### src/rtl/prog_boot_ctrl_pkg.sv
// Shared types and constants for the program loader / test sequencer.
package prog_boot_pkg;

  // Loader / run sequencer states
  typedef enum logic [2:0] {
    IDLE,
    LEN,
    LOAD,
    HOLD,
    RUN,
    DONE
  } boot_state_t;

  // Value a program stores to tohost to signal success
  localparam logic [31:0] PASS_CODE = 32'd1;

  // The image header is a 4-byte little-endian word count
  localparam int HDR_BYTES = 4;

endpackage

### src/rtl/prog_boot_ctrl_if.sv
// Byte stream, instruction-memory write port, data-memory snoop and run status
// of the program loader, bundled so the controller and its surroundings share
// one set of wires.
interface prog_boot_ctrl_if #(
  parameter int ADDR_W = 12,
  parameter int DATA_W = 32
);
  logic              start;
  logic              rx_valid;
  logic [7:0]        rx_data;
  logic              rx_ready;
  logic              imem_we;
  logic [ADDR_W-1:0] imem_addr;
  logic [DATA_W-1:0] imem_wdata;
  logic              core_rst_n;
  logic              dmem_we;
  logic [31:0]       dmem_addr;
  logic [31:0]       dmem_wdata;
  logic              done;
  logic              pass;
  logic              timed_out;
  logic              len_err;
  logic [31:0]       result;

  // System side: supplies bytes and core stores, observes loader results
  modport master (
    output start, rx_valid, rx_data, dmem_we, dmem_addr, dmem_wdata,
    input  rx_ready, imem_we, imem_addr, imem_wdata, core_rst_n,
           done, pass, timed_out, len_err, result
  );

  // Controller side
  modport slave (
    input  start, rx_valid, rx_data, dmem_we, dmem_addr, dmem_wdata,
    output rx_ready, imem_we, imem_addr, imem_wdata, core_rst_n,
           done, pass, timed_out, len_err, result
  );
endinterface

### src/rtl/prog_boot_ctrl_byte_packer.sv
// Little-endian byte-to-word assembler. The first byte received lands in the
// least significant position; word/word_valid are presented combinationally
// in the same cycle the final byte is accepted.
module byte_packer #(
  parameter int BYTES = 4
) (
  input  logic               clk,
  input  logic               rst_n,
  input  logic               clr,
  input  logic               byte_valid,
  input  logic [7:0]         byte_data,
  output logic [BYTES*8-1:0] word,
  output logic               word_valid
);
  localparam int W     = BYTES * 8;
  localparam int CNT_W = (BYTES > 1) ? $clog2(BYTES) : 1;

  logic [CNT_W-1:0] byte_cnt;

  assign word_valid = byte_valid && (byte_cnt == CNT_W'(BYTES - 1));

  // Count accepted bytes, wrapping to zero once a full word has been seen
  always_ff @(posedge clk or negedge rst_n) begin
    if (!rst_n)
      byte_cnt <= '0;
    else if (clr)
      byte_cnt <= '0;
    else if (byte_valid)
      byte_cnt <= word_valid ? '0 : byte_cnt + CNT_W'(1);
  end

  generate
    if (BYTES == 1) begin : g_single
      assign word = byte_data;
    end else begin : g_multi
      logic [W-9:0] shift_q;

      assign word = {byte_data, shift_q};

      // New bytes enter at the top and older bytes slide toward bit 0
      always_ff @(posedge clk or negedge rst_n) begin
        if (!rst_n)
          shift_q <= '0;
        else if (byte_valid)
          shift_q <= word[W-1:8];
      end
    end
  endgenerate

endmodule

### src/rtl/prog_boot_ctrl.sv
// Program loader and test sequencer: streams an image into instruction memory,
// holds the core in reset while loading, releases it, then ends the run on a
// tohost store or when the cycle budget is exhausted.
module prog_boot_ctrl
  import prog_boot_pkg::*;
#(
  parameter int          ADDR_W      = 12,
  parameter int          DATA_W      = 32,
  parameter logic [31:0] TOHOST_ADDR = 32'h0000_1000,
  parameter int          TIMEOUT     = 100000,
  parameter int          HOLD_CYC    = 4
) (
  input  logic                  clk,
  input  logic                  rst_n,
  prog_boot_ctrl_if.slave       bus
);
  localparam int          CNT_W  = $clog2(TIMEOUT + 1);
  localparam int          HOLD_W = $clog2(HOLD_CYC + 1);
  localparam logic [32:0] DEPTH  = 33'd1 << ADDR_W;

  boot_state_t       state, next_state;
  logic [31:0]       hdr_word;
  logic              hdr_valid;
  logic [DATA_W-1:0] pay_word;
  logic              pay_valid;
  logic [ADDR_W:0]   word_idx;
  logic [ADDR_W:0]   len_words;
  logic [CNT_W-1:0]  cyc_cnt;
  logic [HOLD_W-1:0] hold_cnt;
  logic              start_acc;
  logic              too_long;
  logic              last_word;
  logic              tohost_hit;
  logic              run_expire;
  logic              hold_expire;

  assign start_acc   = bus.start && ((state == IDLE) || (state == DONE));
  assign too_long    = {1'b0, hdr_word} > DEPTH;
  assign last_word   = (word_idx + (ADDR_W + 1)'(1)) == len_words;
  assign tohost_hit  = (state == RUN) && bus.dmem_we && (bus.dmem_addr == TOHOST_ADDR);
  assign run_expire  = (state == RUN) && (cyc_cnt == CNT_W'(TIMEOUT - 1));
  assign hold_expire = hold_cnt == HOLD_W'(HOLD_CYC - 1);

  assign bus.rx_ready   = (state == LEN) || (state == LOAD);
  assign bus.core_rst_n = (state == RUN);
  assign bus.done       = (state == DONE);

  byte_packer #(.BYTES(HDR_BYTES)) u_hdr_packer (
    .clk        (clk),
    .rst_n      (rst_n),
    .clr        (start_acc),
    .byte_valid (bus.rx_valid && (state == LEN)),
    .byte_data  (bus.rx_data),
    .word       (hdr_word),
    .word_valid (hdr_valid)
  );

  byte_packer #(.BYTES(DATA_W / 8)) u_pay_packer (
    .clk        (clk),
    .rst_n      (rst_n),
    .clr        (start_acc),
    .byte_valid (bus.rx_valid && (state == LOAD)),
    .byte_data  (bus.rx_data),
    .word       (pay_word),
    .word_valid (pay_valid)
  );

  // State register
  always_ff @(posedge clk or negedge rst_n) begin
    if (!rst_n)
      state <= IDLE;
    else
      state <= next_state;
  end

  // Sequencing: header, payload, reset hold, run, then wait for re-arm
  always_comb begin
    next_state = state;
    case (state)
      IDLE: if (start_acc) next_state = LEN;
      LEN: begin
        if (hdr_valid) begin
          if (hdr_word == 32'd0)
            next_state = HOLD;
          else if (too_long)
            next_state = DONE;
          else
            next_state = LOAD;
        end
      end
      LOAD: if (pay_valid && last_word) next_state = HOLD;
      HOLD: if (hold_expire) next_state = RUN;
      RUN:  if (tohost_hit || run_expire) next_state = DONE;
      DONE: if (start_acc) next_state = LEN;
      default: next_state = IDLE;
    endcase
  end

  // Memory write port, counters and latched run status
  always_ff @(posedge clk or negedge rst_n) begin
    if (!rst_n) begin
      bus.imem_we    <= 1'b0;
      bus.imem_addr  <= '0;
      bus.imem_wdata <= '0;
      bus.pass       <= 1'b0;
      bus.timed_out  <= 1'b0;
      bus.len_err    <= 1'b0;
      bus.result     <= '0;
      word_idx       <= '0;
      len_words      <= '0;
      cyc_cnt        <= '0;
      hold_cnt       <= '0;
    end else begin
      bus.imem_we <= 1'b0;
      if (start_acc) begin
        word_idx      <= '0;
        bus.pass      <= 1'b0;
        bus.timed_out <= 1'b0;
        bus.len_err   <= 1'b0;
        bus.result    <= '0;
      end
      if ((state == LEN) && hdr_valid) begin
        len_words <= hdr_word[ADDR_W:0];
        word_idx  <= '0;
        if (too_long)
          bus.len_err <= 1'b1;
      end
      if ((state == LOAD) && pay_valid) begin
        bus.imem_we    <= 1'b1;
        bus.imem_addr  <= word_idx[ADDR_W-1:0];
        bus.imem_wdata <= pay_word;
        word_idx       <= word_idx + (ADDR_W + 1)'(1);
      end
      hold_cnt <= (state == HOLD) ? hold_cnt + HOLD_W'(1) : '0;
      cyc_cnt  <= (state == RUN) ? cyc_cnt + CNT_W'(1) : '0;
      if (tohost_hit) begin
        bus.result <= bus.dmem_wdata;
        bus.pass   <= (bus.dmem_wdata == PASS_CODE);
      end else if (run_expire) begin
        bus.timed_out <= 1'b1;
      end
    end
  end

endmodule

### src/flat_wrapper.sv
// flat-port wrapper written by rule: the top's interface ports become plain ports
module prog_boot_ctrl_flat import prog_boot_pkg::*;
#(
  parameter int          ADDR_W      = 12,
  parameter int          DATA_W      = 32,
  parameter logic [31:0] TOHOST_ADDR = 32'h0000_1000,
  parameter int          TIMEOUT     = 100000,
  parameter int          HOLD_CYC    = 4
)
  (clk, rst_n, bus_start, bus_rx_valid, bus_rx_data, bus_dmem_we, bus_dmem_addr, bus_dmem_wdata, bus_rx_ready, bus_imem_we, bus_imem_addr, bus_imem_wdata, bus_core_rst_n, bus_done, bus_pass, bus_timed_out, bus_len_err, bus_result);
  prog_boot_ctrl_if #(.ADDR_W(ADDR_W), .DATA_W(DATA_W)) bus_i ();
  input  logic clk;
  input  logic rst_n;
  input wire logic [$bits(bus_i.start)-1:0] bus_start;
  input wire logic [$bits(bus_i.rx_valid)-1:0] bus_rx_valid;
  input wire logic [$bits(bus_i.rx_data)-1:0] bus_rx_data;
  input wire logic [$bits(bus_i.dmem_we)-1:0] bus_dmem_we;
  input wire logic [$bits(bus_i.dmem_addr)-1:0] bus_dmem_addr;
  input wire logic [$bits(bus_i.dmem_wdata)-1:0] bus_dmem_wdata;
  output wire logic [$bits(bus_i.rx_ready)-1:0] bus_rx_ready;
  output wire logic [$bits(bus_i.imem_we)-1:0] bus_imem_we;
  output wire logic [$bits(bus_i.imem_addr)-1:0] bus_imem_addr;
  output wire logic [$bits(bus_i.imem_wdata)-1:0] bus_imem_wdata;
  output wire logic [$bits(bus_i.core_rst_n)-1:0] bus_core_rst_n;
  output wire logic [$bits(bus_i.done)-1:0] bus_done;
  output wire logic [$bits(bus_i.pass)-1:0] bus_pass;
  output wire logic [$bits(bus_i.timed_out)-1:0] bus_timed_out;
  output wire logic [$bits(bus_i.len_err)-1:0] bus_len_err;
  output wire logic [$bits(bus_i.result)-1:0] bus_result;
  assign bus_i.start = bus_start;
  assign bus_i.rx_valid = bus_rx_valid;
  assign bus_i.rx_data = bus_rx_data;
  assign bus_i.dmem_we = bus_dmem_we;
  assign bus_i.dmem_addr = bus_dmem_addr;
  assign bus_i.dmem_wdata = bus_dmem_wdata;
  assign bus_rx_ready = bus_i.rx_ready;
  assign bus_imem_we = bus_i.imem_we;
  assign bus_imem_addr = bus_i.imem_addr;
  assign bus_imem_wdata = bus_i.imem_wdata;
  assign bus_core_rst_n = bus_i.core_rst_n;
  assign bus_done = bus_i.done;
  assign bus_pass = bus_i.pass;
  assign bus_timed_out = bus_i.timed_out;
  assign bus_len_err = bus_i.len_err;
  assign bus_result = bus_i.result;
  prog_boot_ctrl #(.ADDR_W(ADDR_W), .DATA_W(DATA_W), .TOHOST_ADDR(TOHOST_ADDR), .TIMEOUT(TIMEOUT), .HOLD_CYC(HOLD_CYC)) u_core (.clk(clk), .rst_n(rst_n), .bus(bus_i));
endmodule
### config.mk
export PLATFORM = sky130hd
export DESIGN_NAME = prog_boot_ctrl_flat
export DESIGN_NICKNAME = d
export VERILOG_FILES = /design/src/rtl/prog_boot_ctrl_pkg.sv /design/src/rtl/prog_boot_ctrl_if.sv /design/src/rtl/prog_boot_ctrl_byte_packer.sv /design/src/rtl/prog_boot_ctrl.sv /design/src/flat_wrapper.sv
export SDC_FILE = /design/constraint.sdc
export NUM_CORES = 1
export LEC_CHECK = 0
export BUFFER_PORTS_ARGS = -buffer_cell sky130_fd_sc_hd__buf_2
export CORE_ASPECT_RATIO = 0.5
export CORE_MARGIN = 5
export CORE_UTILIZATION = 45
export DETAILED_ROUTE_END_ITERATION = 10
export PLACE_DENSITY = 0.65
export SLEW_MARGIN = 5
export SYNTH_ARGS = -nofsm -noshare
export SYNTH_HDL_FRONTEND = slang
export SYNTH_SLANG_ARGS = --single-unit
### constraint.sdc
create_clock -name clk -period 4.9 [get_ports clk]
set_input_delay 0.735 -clock clk [delete_from_list [all_inputs] [get_ports clk]]
set_output_delay 0.735 -clock clk [all_outputs]
set_load 0.02 [all_outputs]
==> flow_summary.toml <==
[outcome]
status = "complete, no violations"

[place]
globalplace.congestion = 0.7840
placed_cell_area_sq_mm = 0.008905
io_buffer_count = 159
dpl.cell_count = 1137
post-place-ws_ns = 1.881
hpwl_mm = 12.76

[global_route]
track_usage_pct = 18.03
grt.busiest_layer = "met2"
gr-usage-met2_pct = 27.40
grt_max_degree = 95
met3_usage_pct = 3.503
grt_pass1_vias = 5881
antenna_found_initial = 0
overflow = 0
grt_use_met1_pct = 26.76
grt_pass1_wl_mm = 30.67

[logic_synthesis]
synth_edf_count = 0
synth-seq-area-share_pct = 57.30
synth_common_cells = "222 x nand2_1, 181 x dfrtp_1, 61 x mux2_2"
synth_area_leaders = "dfrtp_1 57%, nand2_1 11%, mux2_2 8.7%, nand3_1 3.0%, nor4_1 1.9%"
synthDistinctLibCells = 54
yosys_register_bits = 181
async_flop_share_pct = 100.0
synth.most_common_cell = "nand2_1"
synthesis.nets = 860
synth_area_per_cell_sq_um = 10.17
synth_ff_type = "dfrtp_1"
netlist_instances = 777
netlist_area_sq_mm = 0.007905
synth_top_area_share_pct = 57.30
synth_top_area_cell = "dfrtp_1"
ys_warn_count = 0

[layout]
n_antenna_cell = 0
syn2layout_area_growth_pct = 20.59
final-instance-count-excl-fill = 1169
fin_nets = 1005
layout-drive-gt1-share_pct = 28.77
final_area_sq_mm = 0.009533
postLayoutCoreUtil_pct = 55.06

[setup_path]
worst_ep_required_time_ns = 5.19
cp-start-kind = "flop"
r2r_end = "u_core.state[0]"
rr_worst_depth = 8
worst_setup_path_end_kind = "flop"
critPathKind = "flop to flop"
timing.rr.start = "u_core.state[2]"
arrival_ns = 3.18
regToRegSetupSlack_ns = 2.01
path_max_fanout = 35

[timing]
finalHoldViolCount = 0
max_freq_mhz = 345.7
fin_ws_ns = 2.008
maxSlewViolCount = 0
finalSetupViolCount = 0
relSlewSlack_pct = 39.59
setup-tns-final_ns = 0
rsz0062_at_grt = "false"
fin_hold_ws_ns = 0.3430
skew_ns = 0.01458
period_minus_slack_ns = 2.892
tightestPinTransition_ns = 0.9048
finalCritPeriodShare_pct = 59.03

[route]
vias_per_cell = 5.165
finalWirelength_mm = 18.38
vias = 6038
ant_nets = 0
dr.pass1.iters = 5
post_drt_wl_per_cell_microns = 15.72
drtIter0Drc = 412
drc = 0

[hold_path]
hp-class = "input pin to async pin"

[die]
io_pins = 160
num_rows = 34
die_w_microns = 197.4
die_area_sq_mm = 0.02048
die_h_microns = 103.7
start_util_pct = 45.66
core_area_sq_mm = 0.01731

[pwr]
powerDensity_mw_per_mm2 = 400.1
p_leak_nw = 4.982
power_mw = 3.814
vdd_drop_max_uv = 288.9

[cts]
cts_hold_buf = 0
cts.path.max_buffers = 2
cts_max_level = 4
cts_tree = "built"
clock_latency_ns = 0.43
cts_sinks = 181
numCtsBuffers = 17
clk_pin_slew_ns = 0.07
cts_root_buf = "clkbuf_16"
post_cts_buffers = 0
postCtsResizedCells = 0

[job]
drv_cap = 0
power by group:
part           switching, mW  internal, mW  total (mW)
registers              0.171          1.67        1.84
clock network          0.670         0.745        1.41
logic                  0.269         0.295       0.564
worst max-delay path: stages, from the launching register on:
cell and delay, ns:
dfrtp_1 0.59, nand2_1 0.49, inv_2 0.24, nand4_1 0.14, or3_1 0.36, buf_4 0.25
a31o_2 0.32, a211oi_1 0.28, a211oi_2 0.08
worst max-delay path by stage:
stage	slack, ns	cells past startpoint	start	endpoint
final	2.01	8	u_core.state[2]	u_core.state[0]
after global routing	1.78	8	u_core.state[2]	u_core.state[0]
after CTS	2.00	7	u_core.state[2]	u_core.state[1]
after detailed placement	1.88	7	bus_rx_valid	u_core.state[0]
after global placement	1.96	7	bus_rx_valid	u_core.state[0]
after floorplan	2.55	7	bus_rx_valid	u_core.state[0]
final cells by class:
type | count | area [sq um]
multi-input cells | 549 | 3202
flip-flops and latches | 181 | 4529
repair buffers | 166 | 854.6
clock buffers | 17 | 425.4
clock inverters | 15 | 202.7
fillers | 1548 | 7781
well taps | 234 | 292.8
inverters | 7 | 26.28
layout by cell type, fill, tap and decap left out, types with 4 or more instances in the layout:
master,synthesis,final
nor3_1,8,7
nor2b_1,5,5
nand4_1,9,9
dfrtp_1,181,181
buf_2,5,158
o31ai_1,8,8
inv_1,5,5
or3_1,5,5
nor4_1,24,24
nand3_1,47,47
nand2_1,222,222
ha_1,6,6
o21ai_0,25,25
xnor2_1,11,11
and3_1,8,8
clkbuf_16,0,17
buf_4,1,7
mux2_2,61,61
clkinv_8,0,5
inv_8,0,5
nand2b_1,5,5
nor2_1,39,39
xor2_1,15,15
a21oi_1,6,6
mux2i_1,4,4
layer usage:
| metal | up-vias | routed length [microns] |
|---|---|---|
| met4 | 0 | 158 |
| met1 | 2916 | 8827 |
| met3 | 14 | 883 |
| li1 | 2948 | - |
| met2 | 160 | 8512 |
| met5 | - | 0 |
state kept, by name, indices dropped and copies added (netlist names):
| register | flops |
|---|---|
| u_core.bus.imem_addr | 12 |
| u_core.bus.imem_wdata | 32 |
| u_core.bus.imem_we | 1 |
| u_core.bus.len_err | 1 |
| u_core.bus.pass | 1 |
| u_core.bus.result | 32 |
| u_core.bus.timed_out | 1 |
| u_core.cyc_cnt | 17 |
| u_core.hold_cnt | 3 |
| u_core.len_words | 13 |
| u_core.state | 3 |
| u_core.u_hdr_packer.byte_cnt | 2 |
| u_core.u_hdr_packer.g_multi.shift_q | 24 |
| u_core.u_pay_packer.byte_cnt | 2 |
| u_core.u_pay_packer.g_multi.shift_q | 24 |
| u_core.word_idx | 13 |
logic make-up after synthesis:
logic type | after synthesis | share of synthesized area [%]
AO/OA/AOI/OAI | 63 | 5.113
XOR/XNOR | 26 | 2.881
adder cells (fa/ha/maj) | 6 | 0.9496
buffers and inverters | 47 | 2.453
flip-flops | 181 | 57.30
multiplexers | 65 | 9.196
AND/OR/NAND/NOR | 389 | 22.11
No activity file was read; power rests on OpenSTA's default activity.
